===== config.mk =====
export PLATFORM = sky130hd
export DESIGN_NAME = pipe_regfile
export DESIGN_NICKNAME = d
export VERILOG_FILES = /design/src/rtl/pipe_regfile_pkg.sv /design/src/rtl/regfile_scoreboard.sv /design/src/rtl/pipe_regfile.sv
export SDC_FILE = /design/constraint.sdc
export NUM_CORES = 2
export LEC_CHECK = 0
export ABC_AREA = 0
export ABC_CLOCK_PERIOD_IN_PS = 92300
export CORE_UTILIZATION = 50
export CTS_CLUSTER_SIZE = 28
export DETAILED_ROUTE_END_ITERATION = 8
export PLACE_DENSITY_LB_ADDON = 0.05
export SYNTH_ARGS = -nofsm -noshare
export SYNTH_HDL_FRONTEND = slang
export SYNTH_HIERARCHICAL = 1
export SYNTH_SLANG_ARGS = --single-unit

===== constraint.sdc =====
create_clock -name clk -period 92.3 [get_ports clk]
set_input_delay 13.845 -clock clk [delete_from_list [all_inputs] [get_ports clk]]
set_output_delay 13.845 -clock clk [all_outputs]
set_load 0.01 [all_outputs]

===== src/rtl/pipe_regfile_pkg.sv =====
// ---------------------------------------------------------------------------
// pipe_regfile_pkg
//   Shared CPU datapath package. Holds the default register-file geometry
//   and the busy-bit update encoding used by the regfile scoreboard.
//   Contents:
//     CPU_DATA_W, CPU_ADDR_W, CPU_NRD : default data width, address width
//                                       and read-port count
//     busy_op_e                       : per-register busy-bit action
//     busy_op_sel()                   : resolves flush/reserve/writeback
//                                       priority into one busy_op_e
// ---------------------------------------------------------------------------
package pipe_regfile_pkg;

  localparam int CPU_DATA_W = 32;
  localparam int CPU_ADDR_W = 5;
  localparam int CPU_NRD    = 2;

  typedef enum logic [1:0] {
    BUSY_HOLD  = 2'd0,
    BUSY_SET   = 2'd1,
    BUSY_CLEAR = 2'd2
  } busy_op_e;

  // Priority: flush clears everything; a new reservation beats a
  // writeback to the same register (the newer producer owns it).
  function automatic busy_op_e busy_op_sel(input logic flush_hit,
                                           input logic set_hit,
                                           input logic clr_hit);
    busy_op_e op;
    if (flush_hit) begin
      op = BUSY_CLEAR;
    end else if (set_hit) begin
      op = BUSY_SET;
    end else if (clr_hit) begin
      op = BUSY_CLEAR;
    end else begin
      op = BUSY_HOLD;
    end
    return op;
  endfunction

endpackage


===== src/rtl/regfile_scoreboard.sv =====
// ---------------------------------------------------------------------------
// regfile_scoreboard
//   One busy bit per architectural register plus a registered count of
//   busy registers. Register 0 is never reserved.
//   Ports:
//     clk, rst          : clock, asynchronous active-high reset
//     rd_addr           : NRD packed read addresses
//     rd_busy           : per-port busy, masked by a same-cycle writeback
//     wr_en, wr_addr    : writeback (clears busy)
//     rsv_en, rsv_addr  : reservation at issue (sets busy)
//     flush             : drop every reservation
//     pend_cnt          : number of registers currently busy
// ---------------------------------------------------------------------------
module regfile_scoreboard
  import pipe_regfile_pkg::*;
#(
  parameter int ADDR_W = CPU_ADDR_W,
  parameter int NRD    = CPU_NRD
) (
  input  logic                  clk,
  input  logic                  rst,
  input  logic [NRD*ADDR_W-1:0] rd_addr,
  output logic [NRD-1:0]        rd_busy,
  input  logic                  wr_en,
  input  logic [ADDR_W-1:0]     wr_addr,
  input  logic                  rsv_en,
  input  logic [ADDR_W-1:0]     rsv_addr,
  input  logic                  flush,
  output logic [ADDR_W:0]       pend_cnt
);

  localparam int DEPTH = 2**ADDR_W;
  localparam logic [ADDR_W-1:0] ADDR_ZERO = {ADDR_W{1'b0}};
  localparam logic [ADDR_W:0]   CNT_ONE   = {{ADDR_W{1'b0}}, 1'b1};
  localparam logic [ADDR_W:0]   CNT_ZERO  = {(ADDR_W+1){1'b0}};

  logic [DEPTH-1:0] busy_r;
  logic [DEPTH-1:0] busy_nxt_s;
  logic [ADDR_W:0]  cnt_r;
  logic [ADDR_W:0]  cnt_nxt_s;
  logic             set_s;
  logic             clr_s;
  logic             inc_s;
  logic             dec_s;

  // Qualify reservation/writeback and work out the count delta.
  always_comb begin
    set_s = rsv_en && (rsv_addr != ADDR_ZERO) && !flush;
    clr_s = wr_en && (wr_addr != ADDR_ZERO);
    // Only a transition of a busy bit moves the counter. A writeback to
    // the register being re-reserved in the same cycle leaves it busy.
    inc_s = set_s && !busy_r[rsv_addr];
    dec_s = clr_s && busy_r[wr_addr] && !(set_s && (rsv_addr == wr_addr));
  end

  // Next-state for every busy bit.
  always_comb begin
    busy_nxt_s = busy_r;
    for (int i = 0; i < DEPTH; i++) begin
      case (busy_op_sel(flush,
                        set_s && (rsv_addr == ADDR_W'(i)),
                        clr_s && (wr_addr  == ADDR_W'(i))))
        BUSY_SET:   busy_nxt_s[i] = 1'b1;
        BUSY_CLEAR: busy_nxt_s[i] = 1'b0;
        BUSY_HOLD:  busy_nxt_s[i] = busy_r[i];
        default:    busy_nxt_s[i] = busy_r[i];
      endcase
    end
  end

  // Next-state for the pending counter (tracks popcount of busy_r).
  always_comb begin
    if (flush) begin
      cnt_nxt_s = CNT_ZERO;
    end else begin
      case ({inc_s, dec_s})
        2'b10:   cnt_nxt_s = cnt_r + CNT_ONE;
        2'b01:   cnt_nxt_s = cnt_r - CNT_ONE;
        default: cnt_nxt_s = cnt_r;
      endcase
    end
  end

  // Busy bits and counter state.
  always_ff @(posedge clk or posedge rst) begin
    if (rst) begin
      busy_r <= {DEPTH{1'b0}};
      cnt_r  <= CNT_ZERO;
    end else begin
      busy_r <= busy_nxt_s;
      cnt_r  <= cnt_nxt_s;
    end
  end

  assign pend_cnt = cnt_r;

  // Per-port busy lookup; a writeback landing this cycle hides the busy
  // bit because its data is already visible through the bypass.
  for (genvar k = 0; k < NRD; k++) begin : g_busy
    logic [ADDR_W-1:0] ra_s;
    assign ra_s       = rd_addr[k*ADDR_W +: ADDR_W];
    assign rd_busy[k] = busy_r[ra_s] && !(wr_en && (wr_addr == ra_s));
  end

endmodule


===== src/rtl/pipe_regfile.sv =====
// ---------------------------------------------------------------------------
// pipe_regfile
//   Pipelined-CPU register file: 2**ADDR_W x DATA_W data array with
//   combinational, write-through-bypassed read ports, plus a reservation
//   scoreboard for in-flight producers.
//   Ports:
//     clk, rst          : clock, asynchronous active-high reset
//     rd_addr / rd_data : NRD packed read addresses / read data
//     rd_busy           : per-port outstanding-reservation flag
//     wr_en/addr/data   : writeback
//     rsv_en/rsv_addr   : destination reservation at issue
//     flush             : drop all reservations
//     pend_cnt          : number of reserved registers
//   Register 0 reads as zero, is never written and never reserved.
// ---------------------------------------------------------------------------
module pipe_regfile
  import pipe_regfile_pkg::*;
#(
  parameter int DATA_W = CPU_DATA_W,
  parameter int ADDR_W = CPU_ADDR_W,
  parameter int NRD    = CPU_NRD
) (
  input  logic                  clk,
  input  logic                  rst,
  input  logic [NRD*ADDR_W-1:0] rd_addr,
  output logic [NRD*DATA_W-1:0] rd_data,
  output logic [NRD-1:0]        rd_busy,
  input  logic                  wr_en,
  input  logic [ADDR_W-1:0]     wr_addr,
  input  logic [DATA_W-1:0]     wr_data,
  input  logic                  rsv_en,
  input  logic [ADDR_W-1:0]     rsv_addr,
  input  logic                  flush,
  output logic [ADDR_W:0]       pend_cnt
);

  localparam int DEPTH = 2**ADDR_W;
  localparam logic [ADDR_W-1:0] ADDR_ZERO = {ADDR_W{1'b0}};
  localparam logic [DATA_W-1:0] DATA_ZERO = {DATA_W{1'b0}};

  logic [DATA_W-1:0] mem_r [DEPTH];
  logic              wr_ok_s;

  assign wr_ok_s = wr_en && (wr_addr != ADDR_ZERO);

  // Data array; reset clears every entry, r0 is never written.
  always_ff @(posedge clk or posedge rst) begin
    if (rst) begin
      for (int i = 0; i < DEPTH; i++) begin
        mem_r[i] <= DATA_ZERO;
      end
    end else if (wr_ok_s) begin
      mem_r[wr_addr] <= wr_data;
    end
  end

  for (genvar k = 0; k < NRD; k++) begin : g_rd
    logic [ADDR_W-1:0] ra_s;
    logic [DATA_W-1:0] rd_s;

    assign ra_s = rd_addr[k*ADDR_W +: ADDR_W];

    // Read mux: bypass a same-cycle writeback, force r0 to zero.
    always_comb begin
      if (wr_ok_s && (wr_addr == ra_s)) begin
        rd_s = wr_data;
      end else if (ra_s == ADDR_ZERO) begin
        rd_s = DATA_ZERO;
      end else begin
        rd_s = mem_r[ra_s];
      end
    end

    assign rd_data[k*DATA_W +: DATA_W] = rd_s;
  end

  regfile_scoreboard #(
    .ADDR_W (ADDR_W),
    .NRD    (NRD)
  ) u_scoreboard (
    .clk      (clk),
    .rst      (rst),
    .rd_addr  (rd_addr),
    .rd_busy  (rd_busy),
    .wr_en    (wr_en),
    .wr_addr  (wr_addr),
    .rsv_en   (rsv_en),
    .rsv_addr (rsv_addr),
    .flush    (flush),
    .pend_cnt (pend_cnt)
  );

endmodule


==> key figures <==
Timing
  – Slew Viols, Final: 0
  – Min Tclk post-route: 32.09 ns
  – Max Freq: 31.2 MHz
  – Clk_skew: 0.00476 ns
  – Rel. slew slack: 7.07%
  – Worst Tran Pin Value: 1.39 ns
  – RSZ-0062 raised after global routing: no
  – Final hold violations: 0
  – # setup viols final: 0
  – Min setup slack post-route: 60.21 ns
  – Final TNS setup: 0 ns
  – Crit share post-route: 34.8%

Synth
  – Post-Synth Adder-Cell Area: 0.790%
  – Avg Synthesized Cell Area: 13.2 um2
  – Synth area leader: dfrtp_1
  – Synthesized net count: 4,599
  – Post-synth EDFFs: 0
  – Post-synth top area share: 44.6%
  – Sequential area share after synthesis: 44.6%
  – Ranking of synthesized cells by area: dfrtp_1 45%, mux2_2 20%, mux4_2 11%
  – Largest family of logic cells by synthesized area: multiplexers
  – Simple-gate share of the synthesized area: 3.22%
  – Async S/R FF share, synth: 100%
  – #FFs+latches synth: 1,062
  – Prevailing post-synth register cell: dfrtp_1
  – Netlist cell types: 66
  – Mapped cell area: 59,500 um2
  – Synth Warn #: 6
  – Cells after synthesis: 4,505
  – Xor/xnor cell area share of the yosys netlist: 0.443%
  – Complex-gate fraction of the synthesized area: 6.57%
  – Mux contribution to synthesized area: 40.6%

Pwr
  – Leakage: 29.3 nW
  – Comb pwr share: 21.2%
  – Pwr dens: 21.3 nW/um2
  – Clk pwr share: 34.8%
  – Internal power: 1.00 mW
  – Sequential power share: 44.0%
  – NetSw: 0.404 mW
  – Worst IR Drop VDD: 0.0000155 V
  – Sw frac: 28.7%
  – Tot Pwr: 1.41 mW

Worst setup path
  – Max incr delay on CP: 0.75 ns
  – Crit-path slowest cell: buf_4
  – CP dominant cell by count: buf_4
  – CP Class: input port to primary output
  – Crit path arrival time: 18.25 ns
  – Worst-path fanout max: 68
  – Worst Path Required: 78.46 ns
  – Crit. Startpoint: rd_addr[7]
  – Critical path endpoint category: primary output
  – Startpoint types: input port
  – CP Cell Sequence: buf_8 -> buf_4 -> buf_4 -> buf_4 -> mux2i_1 -> a21oi_1 -> a221oi_1 -> o21ai_0 -> clkdlybuf4s50_1
  – Reg2reg path depth: 13
  – Worst R2R Start: u_scoreboard/busy_r[14]$_DFFE_PP0P_

Clock tree
  – CTS tree: done
  – CTS max path bufs: 3
  – Setup bufs post-CTS: 0
  – H-tree Lvls: 3
  – Cts hold-fix bufs: 0
  – CTS clk-pin slew, worst paths: 0.06 ns
  – Sinks on Clock Net: 1,062
  – CTS root buf: clkbuf_16
  – Clk_lat worst skew: 0.75 ns
  – Gates resized, CTS repair: 0
  – Cts bufs inserted: 119

Die
  – Die height: 347 um
  – Starting Density: 50.4%
  – FP Rows: 126
  – Die extent in x: 347 um
  – IO Count: 129
  – Area of the core: 118,000 um2
  – Die footprint: 120,000 um2

Finish
  – Fin nets: 4,490
  – Fin util: 55.8%
  – Area grow syn2layout: 10.7%
  – Fillers: 9,819
  – Share of cells above drive strength 1: 39.2%

Global routing
  – GR Util All Layers: 33.9%
  – Vias in the first global route: 41,500
  – Antenna violations before repair: 8
  – First-pass GRT wire length: 299,000 um
  – GRT overflow: 0
  – Largest net degree at the start of global routing: 183

Outcome
  – Status: finished clean

Place
  – Gp weighted congestion: 0.833
  – IO Port Bufs: 128
  – HPWL Detailed: 117,000 um
  – Pre-CTS setup slack: 60.24 ns

Route
  – DRC: 0
  – Drt pass-1 iters: 6
  – DR vias/cell: 6.81
  – DRT iter0 DRCs: 4,010
  – Routed Antenna Nets: 0
  – Vias: 41,100
  – Routed wire length per instance: 33.8 um
  – Final WL: 204,000 um

Worst hold path
  – HP Class: register to register
  – Hold_sp: mem_r[1012]$_DFFE_PP0P_
  – Hold path depth: 0

Flow run
  – MaxCap Viol Count: 0
-- synthesized netlist by cell type (68+ instances only) --
| cell type | number |
|---|---|
| dfrtp_1 | 1062 |
| mux2_2 | 1057 |
| mux2i_1 | 571 |
| mux4_2 | 286 |
| clkbuf_1 | 221 |
| buf_2 | 167 |
| nand2_1 | 164 |
| a22oi_1 | 133 |
| a21oi_1 | 111 |
| nor2_1 | 85 |
| buf_1 | 74 |
| nand3_1 | 68 |
-- layout by cell type (no fill, tap or decap), types with 5 or more instances in the layout --
cell type	synthesis	final
a21oi_1	111	111
a221oi_1	41	41
a22o_1	41	41
a22oi_1	133	133
a31o_2	30	30
a32o_1	44	44
buf_4	21	125
buf_8	0	6
bufinv_16	0	7
clkbuf_1	221	32
clkbuf_16	0	121
clkbuf_8	0	34
clkdlybuf4s50_1	0	118
clkinv_2	0	20
dfrtp_1	1062	1062
ha_1	36	36
inv_1	33	32
mux2_2	1057	1057
mux2i_1	571	571
mux4_2	286	286
nand2_1	164	147
nand2_2	0	13
nand2b_1	8	6
nand3_1	68	68
nand3b_1	8	8
nand4_1	18	18
nor2_1	85	70
nor2_4	0	16
nor2b_1	19	11
nor2b_4	1	9
nor3_1	8	6
nor4_1	5	5
o211ai_1	17	17
o21ai_0	28	28
o221ai_1	20	20
o22ai_1	43	43
xnor2_1	15	15
xor2_1	12	12
-- final timing paths --
path	endpoint	slack, ns
max	rd_data[49]	60.21
min	mem_r[1012]$_DFFE_PP0P_	0.40
max reg2reg	u_scoreboard/pend_cnt[5]$_DFFE_PP0P_	88.48
min reg2reg	mem_r[1012]$_DFFE_PP0P_	0.40
max in group asynchronous	mem_r[512]$_DFFE_PP0P_	74.89
min in group asynchronous	mem_r[151]$_DFFE_PP0P_	13.67
-- kinds of logic after synthesis --
group                    count (synthesis)
AO/OA/AOI/OAI                          528
flip-flops                            1062
buffers and inverters                  518
multiplexers                          1919
AND/OR/NAND/NOR                        412
other                                    1
XOR/XNOR                                28
adder cells (fa/ha/maj)                 37
-- routing by layer --
layer  part of all wire (%)  track usage [%]  up-vias
met3                    7.9             6.27      461
met2                     46             52.2     1802
met1                     43             47.9    21900
met5                  0.034                0        -
met4                    4.0             12.7       10
li1                       -                -    16900
-- metrics by stage --
stage	cells	hold slack, ns	instance area (um2)
after floorplan	4505	0.441	59500
after global placement	5811	0.377	61900
after detailed placement	5811	0.384	61900
after CTS	6031	0.397	65900
after global routing	6032	0.407	65900
final	6033	0.396	65900
-- layout make-up --
class / instances / area, um2 / area share [%]
multi-input cells: 2925 / 31000 / 47.0
flip-flops and latches: 1062 / 26600 / 40.3
clock buffers: 187 / 3620 / 5.49
repair buffers: 255 / 2300 / 3.49
well taps: 1536 / 1920 / 2.92
clock inverters: 33 / 370 / 0.562
inverters: 33 / 131 / 0.199
diodes: 2 / 5.00 / 0.00759
-- worst max-delay path, delay by kind of cell --
family                 cells  cell delay (ns)
AO/OA/AOI/OAI              3             0.93
buffers and inverters      5             3.18
multiplexers               1             0.16
-- power groups by stage --
| stage | Clock, mW | Combinational (mW) | Sequential (mW) |
|---|---|---|---|
| after global routing | 0.514 | 0.318 | 0.631 |
| final | 0.490 | 0.299 | 0.619 |
| after detailed placement | 0 | 0.297 | 0.625 |
| after floorplan | 0 | 0.223 | 0.605 |
| after global placement | 0 | 0.293 | 0.622 |
| after CTS | 0.497 | 0.299 | 0.617 |
-- state kept, by name, summed over array words and instances (netlist names) --
| register | cells |
|---|---|
| u_scoreboard/busy_r | 32 |
| u_scoreboard/pend_cnt | 6 |
| mem_r | 1024 |
Power figures use the tool's default switching activity.
